## src/rtl/led_strip_sequencer.sv

```systemverilog
// led_strip_sequencer: command-driven sequencer for a 10-pixel, 24-bit LED strip.
// Holds the mode, color and brightness configuration and a prescaled animation step.
// It renders the registered strip image on every clock edge.
module led_strip_sequencer #(
    parameter int STEP_DIV = 4,
    parameter int NUM_PIX  = 10
) (
    input  logic             clk,
    input  logic             rst,
    input  logic [3:0]       op_code,
    input  logic             cmd_valid,
    output logic             cmd_ready,
    output logic [9:0][23:0] strip,
    output logic [2:0]       brightness,
    output logic [1:0]       mode,
    output logic [2:0]       color_code,
    output logic             paused,
    output logic             frame_tick
);

    localparam int PW = (STEP_DIV > 1) ? $clog2(STEP_DIV) : 1;

    typedef enum logic [1:0] {
        S_RUN    = 2'd0,
        S_APPLY  = 2'd1,
        S_PAUSED = 2'd2
    } state_t;

    state_t           r_state;
    state_t           w_state_nxt;
    logic             w_cmd_ready;
    logic             w_accept;
    logic             w_is_color;
    logic             w_is_mode;
    logic             w_is_clear;
    logic             w_restart;
    logic             w_terminal;

    logic [1:0]       r_mode;
    logic [2:0]       r_color;
    logic [2:0]       r_bright;
    logic             r_paused;
    logic [PW-1:0]    r_presc;
    logic [3:0]       r_step;
    logic             r_tick;
    logic [9:0][23:0] r_strip;

    function automatic logic [2:0] sat_inc(input logic [2:0] b);
        return (b == 3'd7) ? b : b + 3'd1;
    endfunction

    function automatic logic [2:0] sat_dec(input logic [2:0] b);
        return (b == 3'd0) ? b : b - 3'd1;
    endfunction

    // Step wrap point depends on the mode: CHASE spans pixels 0..9, FILL spans
    // 0..10 lit pixels, SOLID and BLINK only need a two-phase toggle.
    function automatic logic [3:0] next_step(input logic [1:0] m, input logic [3:0] s);
        logic [3:0] last;
        case (m)
            2'd1:    last = 4'd9;
            2'd3:    last = 4'd10;
            default: last = 4'd1;
        endcase
        return (s >= last) ? 4'd0 : s + 4'd1;
    endfunction

    function automatic logic [9:0][23:0] render(input logic [1:0] m,
                                                input logic [2:0] c,
                                                input logic [2:0] b,
                                                input logic [3:0] s);
        logic [9:0][23:0] img;
        logic [7:0]       level;
        logic [23:0]      pix;
        logic             lit;
        level = {b, 5'b11111};
        pix   = {c[2] ? level : 8'h00, c[1] ? level : 8'h00, c[0] ? level : 8'h00};
        img   = '0;
        for (int i = 0; i < NUM_PIX; i++) begin
            case (m)
                2'd0:    lit = 1'b1;
                2'd1:    lit = (s == 4'(i));
                2'd2:    lit = (s == 4'd0);
                default: lit = (4'(i) < s);
            endcase
            img[i] = lit ? pix : 24'h000000;
        end
        return img;
    endfunction

    assign w_accept   = cmd_valid & w_cmd_ready;
    assign w_is_color = ~op_code[3];
    assign w_is_mode  = (op_code[3:2] == 2'b10);
    assign w_is_clear = (op_code == 4'b1111);
    assign w_restart  = w_accept & (w_is_color | w_is_mode | w_is_clear);
    // Uses the pause state before any command on this edge, so a pause landing
    // on the terminal count still lets this tick through.
    assign w_terminal = ~r_paused & (r_presc == PW'(STEP_DIV - 1));

    // FSM state register.
    always_ff @(posedge clk) begin
        if (rst) begin
            r_state <= S_RUN;
        end else begin
            r_state <= w_state_nxt;
        end
    end

    // FSM next state and handshake ready; APPLY is a one-cycle bubble after each accept.
    always_comb begin
        w_state_nxt = r_state;
        w_cmd_ready = 1'b1;
        case (r_state)
            S_RUN, S_PAUSED: begin
                if (cmd_valid) begin
                    w_state_nxt = S_APPLY;
                end
            end
            S_APPLY: begin
                w_cmd_ready = 1'b0;
                w_state_nxt = r_paused ? S_PAUSED : S_RUN;
            end
            default: begin
                w_state_nxt = S_RUN;
            end
        endcase
    end

    // Configuration registers decoded from an accepted command.
    always_ff @(posedge clk) begin
        if (rst) begin
            r_mode   <= 2'd0;
            r_color  <= 3'd0;
            r_bright <= 3'd7;
            r_paused <= 1'b0;
        end else if (w_accept) begin
            if (w_is_color) begin
                r_color <= op_code[2:0];
            end else if (w_is_mode) begin
                r_mode <= op_code[1:0];
            end else begin
                case (op_code[1:0])
                    2'b00: r_bright <= sat_inc(r_bright);
                    2'b01: r_bright <= sat_dec(r_bright);
                    2'b10: r_paused <= ~r_paused;
                    default: begin
                        r_mode   <= 2'd0;
                        r_color  <= 3'd0;
                        r_bright <= 3'd7;
                        r_paused <= 1'b0;
                    end
                endcase
            end
        end
    end

    // Prescaler, animation step and frame tick; a restarting command beats the terminal count.
    always_ff @(posedge clk) begin
        if (rst) begin
            r_presc <= '0;
            r_step  <= 4'd0;
            r_tick  <= 1'b0;
        end else begin
            r_tick <= 1'b0;
            if (w_restart) begin
                r_presc <= '0;
                r_step  <= 4'd0;
            end else if (w_terminal) begin
                r_presc <= '0;
                r_step  <= next_step(r_mode, r_step);
                r_tick  <= 1'b1;
            end else if (!r_paused) begin
                r_presc <= r_presc + PW'(1);
            end
        end
    end

    // Strip image rendered from the registered configuration and step.
    always_ff @(posedge clk) begin
        if (rst) begin
            r_strip <= '0;
        end else begin
            r_strip <= render(r_mode, r_color, r_bright, r_step);
        end
    end

    assign cmd_ready  = w_cmd_ready;
    assign strip      = r_strip;
    assign brightness = r_bright;
    assign mode       = r_mode;
    assign color_code = r_color;
    assign paused     = r_paused;
    assign frame_tick = r_tick;

endmodule

```

## config.mk

```make
export PLATFORM = sky130hd
export DESIGN_NAME = led_strip_sequencer
export DESIGN_NICKNAME = d
export VERILOG_FILES = /design/src/rtl/led_strip_sequencer.sv
export SDC_FILE = /design/constraint.sdc
export NUM_CORES = 1
export LEC_CHECK = 0
export BUFFER_PORTS_ARGS = -buffer_cell sky130_fd_sc_hd__buf_2
export CELL_PAD_IN_SITES_DETAIL_PLACEMENT = 0
export CELL_PAD_IN_SITES_GLOBAL_PLACEMENT = 2
export CORE_ASPECT_RATIO = 0.6
export CORE_MARGIN = 10
export CORE_UTILIZATION = 28
export CTS_CLUSTER_SIZE = 20
export DETAILED_ROUTE_END_ITERATION = 6
export PLACE_DENSITY_LB_ADDON = 0.1
export RECOVER_POWER = 100
export SLEW_MARGIN = 20
export SYNTH_ARGS = -nofsm -noshare
export SYNTH_HDL_FRONTEND = slang
export SYNTH_SLANG_ARGS = --single-unit
```

## constraint.sdc

```tcl
create_clock -name clk -period 3 [get_ports clk]
set_clock_uncertainty 0.05 [all_clocks]
set_input_delay 0.45 -clock clk [delete_from_list [all_inputs] [get_ports clk]]
set_output_delay 0.45 -clock clk [all_outputs]
set_load 0.005 [all_outputs]
```

==> impl_metrics.env <==
export IMPL_nFillCells=1984
export IMPL_drtIter0Drc=144
export IMPL_clk_latency_ns=0.40
export IMPL_arrival_ns=2.77
export IMPL_ant_nets=0
export IMPL_place_hpwl_mm=13.6
export IMPL_rows=38
export IMPL_seq_area_frac_synth_pct=52.9
export IMPL_first_global_vias=4025
export IMPL_drive_above_1_share_pct=9.87
export IMPL_hp_class="input port to register"
export IMPL_synth_edf_count=0
export IMPL_areaGrowthSynthToFinish_pct=17.4
export IMPL_wl_per_cell_um=18.8
export IMPL_vias=3927
export IMPL_ctsHtreeMaxLevel=4
export IMPL_hold_violations=0
export IMPL_peakVddDrop_mv=0.370
export IMPL_dieWidth_um=196
export IMPL_period_share_pct=85.7
export IMPL_drt_wl_total_mm=17.7
export IMPL_core_sq_um=18200
export IMPL_die_area_sq_um=24700
export IMPL_hold_buffers=0
export IMPL_rsz0062_at_grt="false"
export IMPL_post_cts_resized=0
export IMPL_cp_cell_sequence="nor2_2 > a311oi_4 > a221o_1 > clkbuf_1 > nor2_1"
export IMPL_max_cap_viol_count=0
export IMPL_ys_flop_type="dfxtp_1"
export IMPL_antenna_cells=0
export IMPL_grt_pass1_wl_mm=26.1
export IMPL_syn_nets=572
export IMPL_crit_fanout=14
export IMPL_post_route_min_period_ns=2.57
export IMPL_max_freq_mhz=389
export IMPL_critPathLaunchType="register"
export IMPL_avgViaCountPerCell=4.18
export IMPL_slew_headroom_pct=13.1
export IMPL_placed_area_sq_um=5830
export IMPL_cts_root_buf="clkbuf_16"
export IMPL_grt_max_degree=26
export IMPL_antenna_found_initial=0
export IMPL_start_util_pct=28.7
export IMPL_die_y_um=126
export IMPL_stdcell_area_sq_um=6130
export IMPL_avgSynthCellArea_sq_um=9.46
export IMPL_syn_inst=552
export IMPL_overflow=0
export IMPL_ys_warnings_count=0
export IMPL_setup_viol=0
export IMPL_worst_pin_slew_ns=1.30
export IMPL_finalMaxSlewViolations=0
export IMPL_cp_required_ns=3.20
export IMPL_nNetsFinal=708
export IMPL_drc=0
export IMPL_path_class="register to register"
export IMPL_first_pass_iters=4
export IMPL_power_leakage_nw=2.46
export IMPL_ys_ff_latch=138
export IMPL_ioPinCount=258
export IMPL_io_buffer_count=257
export IMPL_worst_path_max_delay_cell="clkbuf_1"
export IMPL_reg2reg_slack_ns=0.43
export IMPL_status="finished, final reports clean"
export IMPL_path_clk_slew_ns=0.06
export IMPL_cts_tree="yes"
export IMPL_clock_sinks=138
export IMPL_gp_congestion=0.775
export IMPL_post_cts_buffers=0
export IMPL_max_stage_delay_ns=0.68
export IMPL_yosys_cell_types_count=45
export IMPL_syn_area_sq_um=5220
export IMPL_numCtsBuffers=17
export IMPL_cts_buffer_depth=2
export IMPL_cp_end_kind="register"
export IMPL_grt_usage_pct=13.7
export IMPL_setup_tns_ns=0
export IMPL_powerDensity_nw_per_um2=702
export IMPL_async_flop_share_pct=0
==> final timing paths <==
check	start	to	cells after the start
worst max-delay path	r_step[2]	strip[47]	5
worst min-delay path	op_code[2]	color_code[2]	3
worst max register to register	r_step[2]	strip[47]	5
worst min register to register	r_state[0]	r_state[0]	1
==> sequential cells by signal, indices dropped and copies added, names as in the netlist <==
register,count
r_presc,2
brightness,3
r_state,2
r_step,4
color_code,3
frame_tick,1
paused,1
mode,2
strip,120
==> critical path, delay by kind of cell (launching register included) <==
| family | cells | cell delay [ns] |
|---|---|---|
| and+or+nand+nor | 2 | 0.27 |
| AOI/OAI and AO/OA | 2 | 0.76 |
| DFF | 1 | 0.66 |
| buffers and inverters | 1 | 0.68 |
==> final cells by class <==
class                   instances  area [sq um]  area share [%]
clock buffers                  17           425            6.94
clock inverters                13           169            2.75
inverters                      15          56.3           0.918
multi-input cells             256          1400            22.8
flip-flops and latches        138          2760            45.1
well taps                     240           300            4.90
repair buffers                260          1020            16.6
==> Yosys cell counts, types with 3 or more instances <==
library cell,n,area (sq um)
clkinv_1,3,11.3
o211ai_1,3,22.5
a21oi_1,7,35.0
nor2b_1,4,25.0
ha_1,12,150
nand2_1,21,78.8
clkbuf_1,7,26.3
dfxtp_1,138,2760
a221o_1,7,70.1
a211o_1,3,26.3
nor2_1,128,480
buf_4,120,901
nand2b_1,5,31.3
nor3b_1,3,22.5
buf_2,10,50.1
nor3_1,9,45.0
inv_1,12,45.0
and3_1,9,56.3
o21ai_0,4,20.0
a31oi_1,3,18.8
buf_1,5,18.8
mux2i_1,3,30.0
and2_1,4,25.0
nand3_1,8,40.0
a22oi_1,3,22.5
==> where the power goes <==
group          switching, mW  internal [mW]  leakage [nW]
sequential            0.0345           1.88          1.12
combinational          0.186         0.0838          1.06
clock                  0.810           1.31         0.290
==> per-stage QoR <==
step                      total power [mW]  worst slack [ns]  hold WS, ns  std cells  utilization, %
final                                 4.31             0.428        0.333        939            33.7
after global routing                  4.50             0.242        0.328        939            33.7
after CTS                             4.40             0.593        0.308        939            35.3
after detailed placement              2.26             0.631        0.385        909            32.0
after global placement                2.26             0.675        0.378        909            32.0
after floorplan                       2.14             0.891        0.368        552               -
==> cells by family (layout without fill, tap and decap cells) <==
logic type	after synthesis	count (layout)	share of synthesized area [%]
compound gates	41	41	6.37
xor+xnor	2	2	0.335
fa+ha+maj	13	13	3.26
buf+inv	158	305	20.4
flops	138	138	52.9
mux	3	3	0.575
simple gates	197	197	16.2
==> cells in the final DEF (no fill, tap or decap), types with 4 or more instances in the layout <==
master     Yosys  routed
clkbuf_1       7     222
dfxtp_1      138     138
nor2_1       128     128
buf_2         10      36
nand2_1       21      21
clkbuf_16      0      17
inv_1         12      12
ha_1          12      12
nor3_1         9       9
and3_1         9       9
nand3_1        8       8
a221o_1        7       7
a21oi_1        7       7
nand2b_1       5       5
nor2b_1        4       4
o21ai_0        4       4
inv_6          0       4
==> metal layers <==
layer	vias up	track usage (%)	part of all wire, %
met5	-	0	0
met4	0	2.95	0.30
met3	6	7.29	11
met2	166	20.9	44
met1	1830	16.7	44
li1	1925	-	-
Power figures use the tool's default switching activity.
